`src/rtl/gf180mcu_fd_sc_mcu7t5v0__toggle_gen_if.sv`:
```
// -----------------------------------------------------------------------------
// gf180mcu_fd_sc_mcu7t5v0__toggle_gen_if
//
// Control/status bundle for the switching-activity generator.
//   EN     run request (level)
//   DUTY   active cycles per period, sampled at period start (PW bits)
//   CLR    synchronous clear of the active-cycle counter
//   Q      16-bit toggle bank
//   BUSY   generator is inside a period (running or draining)
//   PDONE  one-cycle pulse after the edge that completes a period
//   TCNT   saturating count of active cycles (CW bits)
// Modports: master drives the controls, slave is the generator.
// -----------------------------------------------------------------------------
interface gf180mcu_fd_sc_mcu7t5v0__toggle_gen_if #(
   parameter int PW = 8,
   parameter int CW = 16
);
   logic          EN;
   logic [PW-1:0] DUTY;
   logic          CLR;
   logic [15:0]   Q;
   logic          BUSY;
   logic          PDONE;
   logic [CW-1:0] TCNT;

   modport master (
      output EN, DUTY, CLR,
      input  Q, BUSY, PDONE, TCNT
   );

   modport slave (
      input  EN, DUTY, CLR,
      output Q, BUSY, PDONE, TCNT
   );
endinterface

```
`src/rtl/gf180mcu_fd_sc_mcu7t5v0__toggle_gen.sv`:
```
// -----------------------------------------------------------------------------
// gf180mcu_fd_sc_mcu7t5v0__toggle_gen
//
// Duty-cycled switching-activity aggressor for power-integrity tiles. A period
// is 2^PW clock edges; the first DUTY_L edges of a period are "active" and
// update the 16-bit bank Q, the rest hold it. TCNT counts active edges and
// saturates. Dropping EN mid-period lets the current period drain to its end.
//
// Ports:
//   CLK   rising-edge clock
//   RST   asynchronous active-high reset
//   bus   slave modport of gf180mcu_fd_sc_mcu7t5v0__toggle_gen_if
//         (EN, DUTY, CLR in; Q, BUSY, PDONE, TCNT out, all registered)
//
// Build option:
//   LFSR_EN  defined   : active edges load Q with the next state of a 16-bit
//                        Fibonacci LFSR (x^16+x^14+x^13+x^11+1, seed 16'hACE1)
//            undefined : active edges invert Q; the pattern register idles
// -----------------------------------------------------------------------------
module gf180mcu_fd_sc_mcu7t5v0__toggle_gen #(
   parameter int PW = 8,
   parameter int CW = 16
) (
   input logic CLK,
   input logic RST,
   gf180mcu_fd_sc_mcu7t5v0__toggle_gen_if.slave bus
);

   typedef enum logic [1:0] {
      ST_IDLE  = 2'd0,
      ST_RUN   = 2'd1,
      ST_DRAIN = 2'd2
   } state_t;

   localparam logic [PW-1:0] PCNT_LAST = {PW{1'b1}};
   localparam logic [PW-1:0] PCNT_ZERO = {PW{1'b0}};
   localparam logic [PW-1:0] PCNT_ONE  = {{(PW-1){1'b0}}, 1'b1};
   localparam logic [CW-1:0] TCNT_MAX  = {CW{1'b1}};
   localparam logic [CW-1:0] TCNT_ZERO = {CW{1'b0}};
   localparam logic [CW-1:0] TCNT_ONE  = {{(CW-1){1'b0}}, 1'b1};
   localparam logic [15:0]   LFSR_SEED = 16'hACE1;

`ifdef LFSR_EN
   // Shift-left Fibonacci step; taps 16,14,13,11 map to bits 15,13,12,10.
   function automatic logic [15:0] lfsr_next(input logic [15:0] s);
      return {s[14:0], s[15] ^ s[13] ^ s[12] ^ s[10]};
   endfunction
`endif

   state_t        state_r, state_s;
   logic [PW-1:0] pcnt_r, pcnt_s;
   logic [PW-1:0] duty_l_r, duty_l_s;
   logic [15:0]   pattern_r, pattern_s;
   logic [15:0]   q_r, q_s;
   logic [CW-1:0] tcnt_r, tcnt_s, tcnt_inc_s;
   logic          busy_r, busy_s;
   logic          pdone_r, pdone_s;
   logic          period_last_s;
   logic          active_s;

   // Period sequencing: next state, period counter, latched duty, PDONE.
   always_comb begin
      state_s       = state_r;
      pcnt_s        = pcnt_r;
      duty_l_s      = duty_l_r;
      pdone_s       = 1'b0;
      active_s      = 1'b0;
      period_last_s = (pcnt_r == PCNT_LAST);
      case (state_r)
         ST_IDLE: begin
            if (bus.EN) begin
               state_s  = ST_RUN;
               pcnt_s   = PCNT_ZERO;
               duty_l_s = bus.DUTY;
            end else begin
               state_s  = ST_IDLE;
            end
         end
         ST_RUN: begin
            active_s = (pcnt_r < duty_l_r);
            pcnt_s   = pcnt_r + PCNT_ONE;   // wraps to zero after the last edge
            pdone_s  = period_last_s;
            if (period_last_s) begin
               if (bus.EN) begin
                  state_s  = ST_RUN;
                  duty_l_s = bus.DUTY;
               end else begin
                  state_s  = ST_IDLE;
                  pcnt_s   = PCNT_ZERO;
               end
            end else if (!bus.EN) begin
               state_s = ST_DRAIN;
            end else begin
               state_s = ST_RUN;
            end
         end
         ST_DRAIN: begin
            // EN is deliberately ignored until the period is over.
            active_s = (pcnt_r < duty_l_r);
            pcnt_s   = pcnt_r + PCNT_ONE;
            pdone_s  = period_last_s;
            if (period_last_s) begin
               state_s = ST_IDLE;
               pcnt_s  = PCNT_ZERO;
            end else begin
               state_s = ST_DRAIN;
            end
         end
         default: begin
            state_s = ST_IDLE;
            pcnt_s  = PCNT_ZERO;
         end
      endcase
      busy_s = (state_s != ST_IDLE);
   end

   // Toggle bank, pattern generator and active-cycle counter updates.
   always_comb begin
      q_s        = q_r;
      pattern_s  = pattern_r;
      tcnt_inc_s = tcnt_r;
      if (active_s) begin
`ifdef LFSR_EN
         pattern_s = lfsr_next(pattern_r);
         q_s       = lfsr_next(pattern_r);
`else
         q_s       = ~q_r;
`endif
         if (tcnt_r != TCNT_MAX) begin
            tcnt_inc_s = tcnt_r + TCNT_ONE;
         end else begin
            tcnt_inc_s = tcnt_r;
         end
      end else begin
         q_s        = q_r;
         tcnt_inc_s = tcnt_r;
      end
      // Clear wins over a same-edge increment.
      tcnt_s = bus.CLR ? TCNT_ZERO : tcnt_inc_s;
   end

   // State and output registers with asynchronous reset.
   always_ff @(posedge CLK or posedge RST) begin
      if (RST) begin
         state_r   <= ST_IDLE;
         pcnt_r    <= PCNT_ZERO;
         duty_l_r  <= PCNT_ZERO;
         pattern_r <= LFSR_SEED;
         q_r       <= 16'h0000;
         tcnt_r    <= TCNT_ZERO;
         busy_r    <= 1'b0;
         pdone_r   <= 1'b0;
      end else begin
         state_r   <= state_s;
         pcnt_r    <= pcnt_s;
         duty_l_r  <= duty_l_s;
         pattern_r <= pattern_s;
         q_r       <= q_s;
         tcnt_r    <= tcnt_s;
         busy_r    <= busy_s;
         pdone_r   <= pdone_s;
      end
   end

   assign bus.Q     = q_r;
   assign bus.BUSY  = busy_r;
   assign bus.PDONE = pdone_r;
   assign bus.TCNT  = tcnt_r;

endmodule

```
`src/flat_wrapper.sv`:
```
// flat-port wrapper written by rule: the top's interface ports become plain ports
module gf180mcu_fd_sc_mcu7t5v0__toggle_gen_flat 
#(
   parameter int PW = 8,
   parameter int CW = 16
)
  (CLK, RST, bus_EN, bus_DUTY, bus_CLR, bus_Q, bus_BUSY, bus_PDONE, bus_TCNT);
  gf180mcu_fd_sc_mcu7t5v0__toggle_gen_if #(.PW(PW), .CW(CW)) bus_i ();
  input logic CLK;
  input logic RST;
  input wire logic [$bits(bus_i.EN)-1:0] bus_EN;
  input wire logic [$bits(bus_i.DUTY)-1:0] bus_DUTY;
  input wire logic [$bits(bus_i.CLR)-1:0] bus_CLR;
  output wire logic [$bits(bus_i.Q)-1:0] bus_Q;
  output wire logic [$bits(bus_i.BUSY)-1:0] bus_BUSY;
  output wire logic [$bits(bus_i.PDONE)-1:0] bus_PDONE;
  output wire logic [$bits(bus_i.TCNT)-1:0] bus_TCNT;
  assign bus_i.EN = bus_EN;
  assign bus_i.DUTY = bus_DUTY;
  assign bus_i.CLR = bus_CLR;
  assign bus_Q = bus_i.Q;
  assign bus_BUSY = bus_i.BUSY;
  assign bus_PDONE = bus_i.PDONE;
  assign bus_TCNT = bus_i.TCNT;
  gf180mcu_fd_sc_mcu7t5v0__toggle_gen #(.PW(PW), .CW(CW)) u_core (.CLK(CLK), .RST(RST), .bus(bus_i));
endmodule
```
`config.mk`:
```
export PLATFORM = sky130hd
export DESIGN_NAME = gf180mcu_fd_sc_mcu7t5v0__toggle_gen_flat
export DESIGN_NICKNAME = d
export VERILOG_FILES = /design/src/rtl/gf180mcu_fd_sc_mcu7t5v0__toggle_gen_if.sv /design/src/rtl/gf180mcu_fd_sc_mcu7t5v0__toggle_gen.sv /design/src/flat_wrapper.sv
export SDC_FILE = /design/constraint.sdc
export NUM_CORES = 1
export LEC_CHECK = 0
export CAP_MARGIN = 20
export CORE_UTILIZATION = 53
export DETAILED_ROUTE_END_ITERATION = 16
export GPL_ROUTABILITY_DRIVEN = 0
export PLACE_DENSITY = 0.9
export REMOVE_ABC_BUFFERS = 1
export SLEW_MARGIN = 10
export SYNTH_ARGS = -nofsm -noshare
export SYNTH_HDL_FRONTEND = slang
export SYNTH_SLANG_ARGS = --single-unit
export TNS_END_PERCENT = 10
```
`constraint.sdc`:
```
create_clock -name CLK -period 2.9 [get_ports CLK]
set_clock_uncertainty 0.05 [all_clocks]
set_input_delay 0.29 -clock CLK [delete_from_list [all_inputs] [get_ports CLK]]
set_output_delay 0.29 -clock CLK [all_outputs]
set_load 0.01 [all_outputs]
```
==> results <==
- The run finished with clean final reports.
- The arrival time of the worst setup path is 2.50 ns.
- The violation count after the first detailed-routing iteration is 111.
- The total negative setup slack is 0 ns.
- The actual slew at the worst max-slew pin is 0.712 ns.
- Of the total power, combinational logic draws 0.457.
- The most frequently used cell type in the post-synthesis netlist is sky130_fd_sc_hd__dfrtp_1.
- The net switching share of the total power is 0.364.
- The synthesized area per cell is 11.2 um2.
- The cell at the root of the clock tree is sky130_fd_sc_hd__clkbuf_8.
- The net count of the finished layout is 310.
- The worst path needs 2.34 ns of the cycle, external delays included.
- The residual overflow from global routing is 0.
- The fmax is 0.427 GHz.
- The share of total power dissipated in sequential elements is 0.395.
- The average routed wire per standard cell is 15.2 um.
- The number of buffer cells added on primary ports is 45.
- The cell depth of the worst flop-to-flop path is 7.
- Max-cap violations in this run came to 0.
- The setup slack after placement is 0.615 ns.
- The share of the yosys chip area belonging to registers is 0.488.
- The relative area change from synthesis to final layout is 22.5%.
- The required time at the worst-slack endpoint is 3.05 ns.
- In the synthesized netlist the dominant register cell turns out to be sky130_fd_sc_hd__dfrtp_1.
- TritonCTS built the clock tree.
- In the routed design, unresolved DRC markers number 0.
- After clock tree synthesis, the repair step resized 0 gates.
- The clock latency reported for the late side of the worst-skew pair is 0.32 ns.
- The first-pass detailed-route iteration total is 4.
- After synthesis the netlist holds a flip-flop and latch count of 52.
- The internal portion of the total power is 1.80 mW.
- The count of warnings emitted by yosys is 0.
- The number of flops mapped to enable cells by yosys is 0.
- The min-delay analysis places its worst path in the category in -> async.
- For this design, the sink count on the clock tree is 52.
- The startpoint type of the worst setup path is a register.
- The number of buffers added by the clock tree synthesis step is 5.
- The final worst-path setup slack is 0.559 ns.
- The region available for standard cell placement spans 4790 um2.
- After clock tree synthesis, the clock-pin slew on the worst setup and hold paths is 0.10 ns.
- The maximum clock path buffer count is 2.
- The number of slew-limit violations in the final report is 0.
- After detailed routing, the number of vias per cell comes to 5.71.
- During I/O placement, the number of pins put on the boundary was 46.
- The share of synthesized area in the top cell type comes to 0.488.
- The estimated wirelength of the detail-placed design is 3740 um.
- The analysis attributes to net switching a power of 1.03 mW.
- The post-route cell area is 3270 um2.
- Summing all placed instances gives a cell area of 3180 um2.
- Yosys attributes the largest share of cell area to sky130_fd_sc_hd__dfrtp_1 49%, sky130_fd_sc_hd__ha_1 6.1%, sky130_fd_sc_hd__mux2_2 5.5%, sky130_fd_sc_hd__xnor2_1 5.3%, sky130_fd_sc_hd__a21oi_1 2.4%.
- The floorplan step set the die height to 73.0 um.
- The total global routing track utilization is 0.220.
- Setup repair after global routing left no endpoint under its margin.
- The final layout contains routed wiring with a total length of 5360 um.
- In this run, distinct cell masters in the synthesized netlist total 49.
- Entering global routing, the biggest net connects 28 pins.
- From left edge to right edge, the die measures 73.0 um.
- The worst ir drop on vdd is 0.838 mV.
- The via count of the first global-routing pass was 1930.
- The share of flip-flops with an asynchronous set or reset after synthesis is 1.00.
- The number of antenna repair diodes is 0.
- After clock tree synthesis, the setup repair step added 0 buffers.
- For this design the static power due to leakage is 1.36 nW.
- The remaining number of nets flagged by the antenna check after routing is 0.
- The total design power is 2.84 mW.
- The initial utilization of the core area, before any placement, comes to 0.558.
- The wire length of the first global-routing pass is 8810 um.
- Counting instances in the post-synthesis netlist gives the leading cell types as 52 x sky130_fd_sc_hd__dfrtp_1, 16 x sky130_fd_sc_hd__xnor2_1, 14 x sky130_fd_sc_hd__inv_1.
- The instance count of the mapped netlist is 239.
- The end of the worst register-to-register path is u_core.bus.TCNT[10].
- Setup violations remaining at the end of the flow were counted as 0.
- The maximum level of the CTS H-tree is 2.
- In this run the core area contains 25 standard-cell rows.
- Of all nets on the critical path, the largest fanout is 25.
- Power spread over the standard cell area amounts to 868 nW/um2.
- STA classifies the critical path endpoint as a register.
- The vias after detailed routing is 2016.
- The setup check on the worst reg-to-reg path leaves a slack of 0.56 ns.
- The worst setup path is of the reg -> reg kind.
- The cell area that synthesis handed to floorplanning was 2670 um2.
- The floorplan step defined a die boundary enclosing 5320 um2.
- In the final layout, the share of cells above drive strength 1 is 0.133.
- The count of final hold-check violations is 0.
- In the finished design, the share of the clock period the worst path needs comes to 0.807.
- Measured on the finished design, the core utilization comes to 0.683.
- The number of hold buffers added after CTS was 0.
- The biggest area consumer among synthesized cells is sky130_fd_sc_hd__dfrtp_1.
- The initial antenna violation count came to 0.
- The part of the total power dissipated in the clock network is 0.147.
- Measured against its own limit, the worst slew margin works out to 0.524.
- The startpoint identified for the worst register-to-register timing path is u_core.state_r[0].
metrics by stage:
stage / hold WS, ns / cells
2_1_floorplan: 0.303 / 231
3_3_place_gp: 0.411 / 345
3_5_place_dp: 0.412 / 345
4_1_cts: 0.324 / 353
5_1_grt: 0.361 / 353
6_report: 0.309 / 353
final cells by class:
type                       instances  area, um2
clock buffer                       6       72.6
clock inverter                     2       16.3
fill                             349       1520
inverter                          14       52.6
multi-input combinational        165       1260
sequential                        52       1300
tap                               67       83.8
timing repair buffer              47        478
routing by layer:
metal | wire length (um) | up-vias | GRT usage | part of all wire
met5 | 0 | - | 0 | 0
met4 | 99 | 0 | 0.0937 | 0.018
met3 | 250 | 10 | 0.0483 | 0.047
met2 | 2680 | 56 | 0.364 | 0.50
met1 | 2330 | 994 | 0.281 | 0.43
li1 | - | 956 | - | -
sequential cells by signal, indices dropped and copies added (netlist names):
signal            flops
u_core.duty_l_r       8
u_core.bus.TCNT      16
u_core.state_r        2
u_core.bus.PDONE      1
u_core.bus.BUSY       1
u_core.bus.Q         16
u_core.pcnt_r         8
power groups by stage:
stage	clock network [mW]	logic (mW)	registers, mW
finish	0.418	1.30	1.12
global route	0.453	1.42	1.14
CTS	0.426	1.31	1.12
detailed placement	0	1.29	1.13
global placement	0	1.23	1.12
floorplan	0	0.739	1.17
critical path, cell delays in order, from the launching register on:
cell,delay [ns]
sky130_fd_sc_hd__dfrtp_1,0.39
sky130_fd_sc_hd__inv_1,0.07
sky130_fd_sc_hd__ha_1,0.31
sky130_fd_sc_hd__nor2b_1,0.20
sky130_fd_sc_hd__o21ai_0,0.14
sky130_fd_sc_hd__o21bai_4,0.31
sky130_fd_sc_hd__nor4_1,0.39
sky130_fd_sc_hd__mux2_2,0.37
worst max path at each step:
stage	cells past startpoint	start	slack [ns]	endpoint
4_1_cts	7	u_core.state_r[0]	0.61	u_core.bus.TCNT[7]
6_report	7	u_core.state_r[0]	0.56	u_core.bus.TCNT[10]
5_1_grt	7	u_core.state_r[0]	0.42	u_core.bus.TCNT[8]
3_5_place_dp	7	u_core.state_r[0]	0.62	u_core.bus.TCNT[7]
2_1_floorplan	6	u_core.pcnt_r[3]	0.18	u_core.bus.TCNT[9]
3_3_place_gp	6	u_core.pcnt_r[3]	0.75	u_core.bus.TCNT[8]
cell usage in the layout, fill, tap and decap left out, drive strengths merged, types with 7 or more instances in the layout:
cell type	Yosys	routed
inv	14	14
nor2	8	8
mux2	14	14
a21oi	13	13
nand2	14	14
clkdlybuf4s50	0	45
nor3	7	7
o21ai	8	8
dfrtp	52	52
xnor2	16	16
ha	13	13
kinds of logic (layout without fill, tap and decap cells):
family	after synthesis	in the layout	share of synthesized area
flops	52	52	0.488
compound gates	46	46	0.126
buf+inv	22	69	0.0413
fa+ha+maj	13	13	0.0609
simple gates	75	75	0.168
xor+xnor	17	17	0.0558
mux	14	14	0.0605
Power figures use the tool's default switching activity.
